### src/rtl/dm_arbiter.sv
// Shares the data-memory port between the CPU and a DMA/debug master: round-robin, bounded DMA burst lock.
// Grant follows a request by >=1 cycle, each grant is one DM access, and c_stall holds the CPU until its grant.
// Optional DM_ARB_ALIGN_CHECK_EN: flag and suppress misaligned word writes via err.
module dm_arbiter #(
   parameter int MAX_BURST = 4
) (
   input  logic        clk,
   input  logic        rst,
   input  logic        c_req,
   input  logic        c_we,
   input  logic [1:0]  c_type,
   input  logic [31:0] c_addr,
   input  logic [31:0] c_wdata,
   input  logic [31:0] c_pc,
   output logic        c_gnt,
   output logic        c_stall,
   input  logic        d_req,
   input  logic        d_we,
   input  logic [1:0]  d_type,
   input  logic [31:0] d_addr,
   input  logic [31:0] d_wdata,
   input  logic        d_lock,
   output logic        d_gnt,
   output logic [31:0] rdata,
   output logic [31:0] dm_addr,
   output logic [31:0] dm_data,
   output logic        dm_we,
   output logic [1:0]  dm_type,
   output logic [31:0] dm_pc,
   input  logic [31:0] dm_out,
   output logic        err
);

   typedef enum logic [1:0] {IDLE, OWN_C, OWN_D} state_t;

   localparam logic [3:0] MAX_B = 4'(MAX_BURST);

   state_t     state_q, state_d;
   logic       last_q, last_d;     // 1 = DMA was granted most recently
   logic [3:0] burst_q, burst_d;   // consecutive DMA grants, saturating at MAX_B
   logic       lock_cont;

   logic        own_req, own_we, owned, misalign;
   logic [1:0]  own_type;
   logic [31:0] own_addr, own_data, own_pc;

   always_comb begin
      state_d   = state_q;
      last_d    = last_q;
      burst_d   = burst_q;
      lock_cont = (state_q == OWN_D) && d_req && d_lock && (burst_q < MAX_B);

      if (lock_cont)
         state_d = OWN_D;
      else if (c_req && d_req)
         state_d = last_q ? OWN_C : OWN_D;
      else if (c_req)
         state_d = OWN_C;
      else if (d_req)
         state_d = OWN_D;
      else
         state_d = IDLE;

      if (state_d == OWN_C)
         last_d = 1'b0;
      else if (state_d == OWN_D)
         last_d = 1'b1;

      if (state_d == OWN_D)
         burst_d = (burst_q == MAX_B) ? burst_q : burst_q + 4'd1;
      else
         burst_d = 4'd0;
   end

   always_ff @(posedge clk) begin
      if (!rst) begin
         state_q <= IDLE;
         last_q  <= 1'b1;
         burst_q <= 4'd0;
      end else begin
         state_q <= state_d;
         last_q  <= last_d;
         burst_q <= burst_d;
      end
   end

   always_comb begin
      own_req  = 1'b0;
      own_we   = 1'b0;
      own_type = 2'd0;
      own_addr = 32'd0;
      own_data = 32'd0;
      own_pc   = 32'd0;
      case (state_q)
         OWN_C: begin
            own_req  = c_req;
            own_we   = c_we;
            own_type = c_type;
            own_addr = c_addr;
            own_data = c_wdata;
            own_pc   = c_pc;
         end
         OWN_D: begin
            own_req  = d_req;
            own_we   = d_we;
            own_type = d_type;
            own_addr = d_addr;
            own_data = d_wdata;
         end
         default: ;
      endcase
   end

   assign owned = (state_q != IDLE);

`ifdef DM_ARB_ALIGN_CHECK_EN
   assign misalign = owned && (own_type == 2'd0) && (own_addr[1:0] != 2'd0);
`else
   assign misalign = 1'b0;
`endif

   assign err     = misalign;
   assign c_gnt   = (state_q == OWN_C);
   assign d_gnt   = (state_q == OWN_D);
   assign c_stall = rst && c_req && !c_gnt;

   // A dropped req or a reset cycle must never produce a DM write.
   assign dm_we   = rst && own_req && own_we && !misalign;
   assign dm_addr = own_addr;
   assign dm_data = own_data;
   assign dm_type = own_type;
   assign dm_pc   = own_pc;
   assign rdata   = owned ? dm_out : 32'd0;

endmodule

### config.mk
export PLATFORM = sky130hd
export DESIGN_NAME = dm_arbiter
export DESIGN_NICKNAME = d
export VERILOG_FILES = /design/src/rtl/dm_arbiter.sv
export SDC_FILE = /design/constraint.sdc
export NUM_CORES = 1
export LEC_CHECK = 0
export ABC_AREA = 1
export CAP_MARGIN = 20
export CORE_AREA = 4 4 128 130
export DETAILED_ROUTE_END_ITERATION = 10
export DIE_AREA = 0 0 132 134
export DONT_BUFFER_PORTS = 1
export PLACE_DENSITY = 0.31
export SYNTH_ARGS = -nofsm -noshare
export SYNTH_HDL_FRONTEND = slang
export SYNTH_SLANG_ARGS = --single-unit
### constraint.sdc
create_clock -name clk -period 2.4 [get_ports clk]
set_clock_uncertainty 0.2 [all_clocks]
set_input_delay 0.6 -clock clk [delete_from_list [all_inputs] [get_ports clk]]
set_output_delay 0.6 -clock clk [all_outputs]
set_load 0.02 [all_outputs]
==> impl_metrics.py <==
metrics = {
    "power_and_ir_drop": {
        "p_int_mw": 0.578,
        "swShare_pct": 44.6,
        "leakage_nw": 1.67,
        "seqPwrFrac_pct": 12.4,
        "power_switching_mw": 0.465,
        "p_clk_share_pct": 26.7,
        "power_density_nw_per_um2": 331,
        "combPwrFrac_pct": 60.9,
        "irDropWorstVdd_mv": 0.174,
    },
    "clock_network": {
        "clk_latency_ns": 0.23,
        "cts_tree": "done",
        "cts_max_level": 1,
        "root_buffer": "clkbuf_16",
        "clk_pin_slew_ns": 0.03,
        "cts.path.max_buffers": 2,
        "numCtsBuffers": 3,
        "holdBufCountCts": 0,
        "cts_sinks": 7,
    },
    "routing": {
        "drt-vias-per-instance": 4.23,
        "dr.pass1.iters": 4,
        "antenna_left": 0,
        "routed-via-count": 2964,
        "drcViolationCount": 0,
        "drt_iter0_drc": 140,
        "wl_per_cell_um": 16.0,
        "routed_wl_um": 11200,
    },
    "outcome": {
        "outcome": "complete, no violations",
    },
    "timing": {
        "grt_setup_unrepaired": "yes",
        "setup_violations": 0,
        "fmax_ghz": 0.427,
        "fin_crit_sh_pct": 97.5,
        "min_period_ns": 2.34,
        "setup_slack_ns": 0.0593,
        "slew_violations": 0,
        "finalHoldViolCount": 0,
        "whs_ns": 0.295,
    },
    "final_layout": {
        "register_area_um2": 143,
        "drive_above_1_share_pct": 27.1,
        "synthToLayoutAreaGrowth_pct": 62.9,
        "layout_common_cells": "nand2_1 (180), buf_4 (104), inv_1 (73)",
        "final_common_cell": "nand2_1",
        "fillers": 1731,
        "fin_nets": 723,
        "multiInputGateArea_um2": 1400,
        "diodes": 0,
    },
    "setup_path": {
        "critPathSlowestCell": "dfxtp_2",
        "endpoint": "dm_data[4]",
        "start_kind": "register",
        "rr_startpoint": "state_q[0]$_SDFF_PN0_",
        "crit_arrival_ns": 1.54,
        "crit_path_end_kind": "output port",
        "timing.rr.end": "last_q$_SDFFE_PN1P_",
        "slowest_delay_ns": 0.33,
        "critPathRequiredTime_ns": 1.60,
        "cp-startpoint": "state_q[1]$_SDFF_PN0_",
        "crit_fanout": 49,
        "crit_chain": "inv_2 -> ha_4 -> buf_12 -> nand2_1 -> a21oi_2 -> buf_4",
        "critical_path_class": "reg2out",
        "reg2reg_slack_ns": 0.33,
        "rr_worst_depth": 10,
    },
    "logic_synthesis": {
        "synth-simple-area-share_pct": 44.3,
        "ys_seq_area_share_pct": 7.24,
        "synthMuxAreaShare_pct": 0,
        "synthAdderAreaFrac_pct": 4.52,
        "synth-seq-cells": 7,
        "syn_area_um2": 1940,
        "avgSynthCellArea_um2": 4.59,
        "ys_warn_count": 0,
        "synthXorXnorAreaFrac_pct": 0.452,
        "synth_compound_gate_area_share_pct": 18.9,
        "syn-instance-count": 422,
        "synth_top_family_by_area": "simple AND/OR/NAND/NOR gates",
        "yosysUniqueCellTypes": 16,
        "syn-num-nets": 632,
    },
    "hold_path": {
        "min_path_type": "reg2reg",
    },
    "placement": {
        "pre_cts_slack_ns": 0.186,
        "hpwl_um": 8420,
        "gp_congestion": 0.811,
        "portBuffers": 0,
    },
    "global_route": {
        "grt_pass1_vias": 2813,
        "grt_max_degree": 65,
        "gr-total-overflow": 0,
        "track_usage_pct": 9.62,
        "antenna_found_initial": 1,
        "grt_first_pass_wirelength_um": 14200,
    },
    "floorplanning": {
        "die_y_um": 134,
        "start_util_pct": 12.8,
        "die-area_um2": 17700,
        "core_um2": 15100,
        "rows": 45,
        "fp.dieW_um": 132,
        "boundaryPins": 338,
    },
    "job": {
        "maxCapViolCount": 0,
    },
}
==> Yosys cell counts, drive strengths merged <==
cell type,count,area [um^2]
nand2,180,676
and2,1,6.26
nand3,3,15.0
a21oi,70,350
inv,76,285
buf,27,176
dfxtp,7,140
clkbuf,3,11.3
ha,7,87.6
nor2,43,161
xnor2,1,8.76
o21ai,3,15.0
conb,1,3.75
==> registers in the layout, summed over array words and instances, names as in the netlist <==
register / flops
burst_q: 4
state_q: 2
last_q: 1
==> worst min-delay path by stage <==
stage	start	slack, ns	cells after the start	endpoint
floorplan	last_q$_SDFFE_PN1P_	0.24	2	last_q$_SDFFE_PN1P_
global placement	last_q$_SDFFE_PN1P_	0.26	2	last_q$_SDFFE_PN1P_
detailed placement	last_q$_SDFFE_PN1P_	0.28	2	last_q$_SDFFE_PN1P_
CTS	last_q$_SDFFE_PN1P_	0.29	2	last_q$_SDFFE_PN1P_
global route	burst_q[1]$_SDFFE_PN0N_	0.34	2	burst_q[1]$_SDFFE_PN0N_
finish	last_q$_SDFFE_PN1P_	0.29	2	last_q$_SDFFE_PN1P_
==> kinds of logic (layout without fill, tap and decap cells) <==
family                     count (synthesis)  count (layout)
buffers and inverters                    106             196
xor gates and xnor gates                   1               1
AOI/OAI and AO/OA                         73              73
DFF                                        7               7
adders and majority gates                  7               7
other                                      1               1
and+or+nand+nor                          227             227
==> repair_timing <==
action | in CTS | in global routing
endpoints found under the setup margin | 52 | 66
setup buffers | 3 | 0
resized for setup | 1 | 20
pin swaps | 0 | 0
gates cloned | 0 | 6
==> power groups by stage <==
stage                     clock network, mW  logic (mW)  registers, mW
after floorplan                           0       0.374          0.128
after global placement                    0       0.551          0.129
after detailed placement                  0       0.557          0.130
after CTS                             0.285       0.566          0.128
after global routing                  0.292       0.690          0.130
final                                 0.278       0.636          0.129
==> worst max-delay path, delay by kind of cell, from the launching register on <==
kind | cells | cell delay, ns
AO/OA/AOI/OAI | 1 | 0.17
flip-flops | 1 | 0.33
adder cells (fa/ha/maj) | 1 | 0.20
buffers and inverters | 3 | 0.47
AND/OR/NAND/NOR | 1 | 0.11
==> stage by stage <==
stage	area [um^2]	util [%]	TNS [ns]	instances	total power, mW
after floorplan	1940	-	0	422	0.502
after global placement	2840	18.8	0	687	0.681
after detailed placement	2840	18.8	0	687	0.687
after CTS	2960	19.5	-0.0239	694	0.979
after global routing	3150	20.8	-0.0418	700	1.11
final	3150	20.8	0	700	1.04
==> final cells by class <==
cell class | count | area share (%)
tap | 188 | 7.46
multi-input combinational | 309 | 44.5
timing repair buffer | 116 | 31.9
inverter | 76 | 9.12
sequential | 7 | 4.52
clock buffer | 4 | 2.50
==> metal layers <==
layer  global-route usage (%)  wire length [um]  share of wire, %
met1                     10.5              4060                36
met3                     2.18              1010               9.0
met4                     1.28                72              0.64
met5                        0                20              0.18
met2                     19.3              6040                54
(Power assumes the default switching activity.)
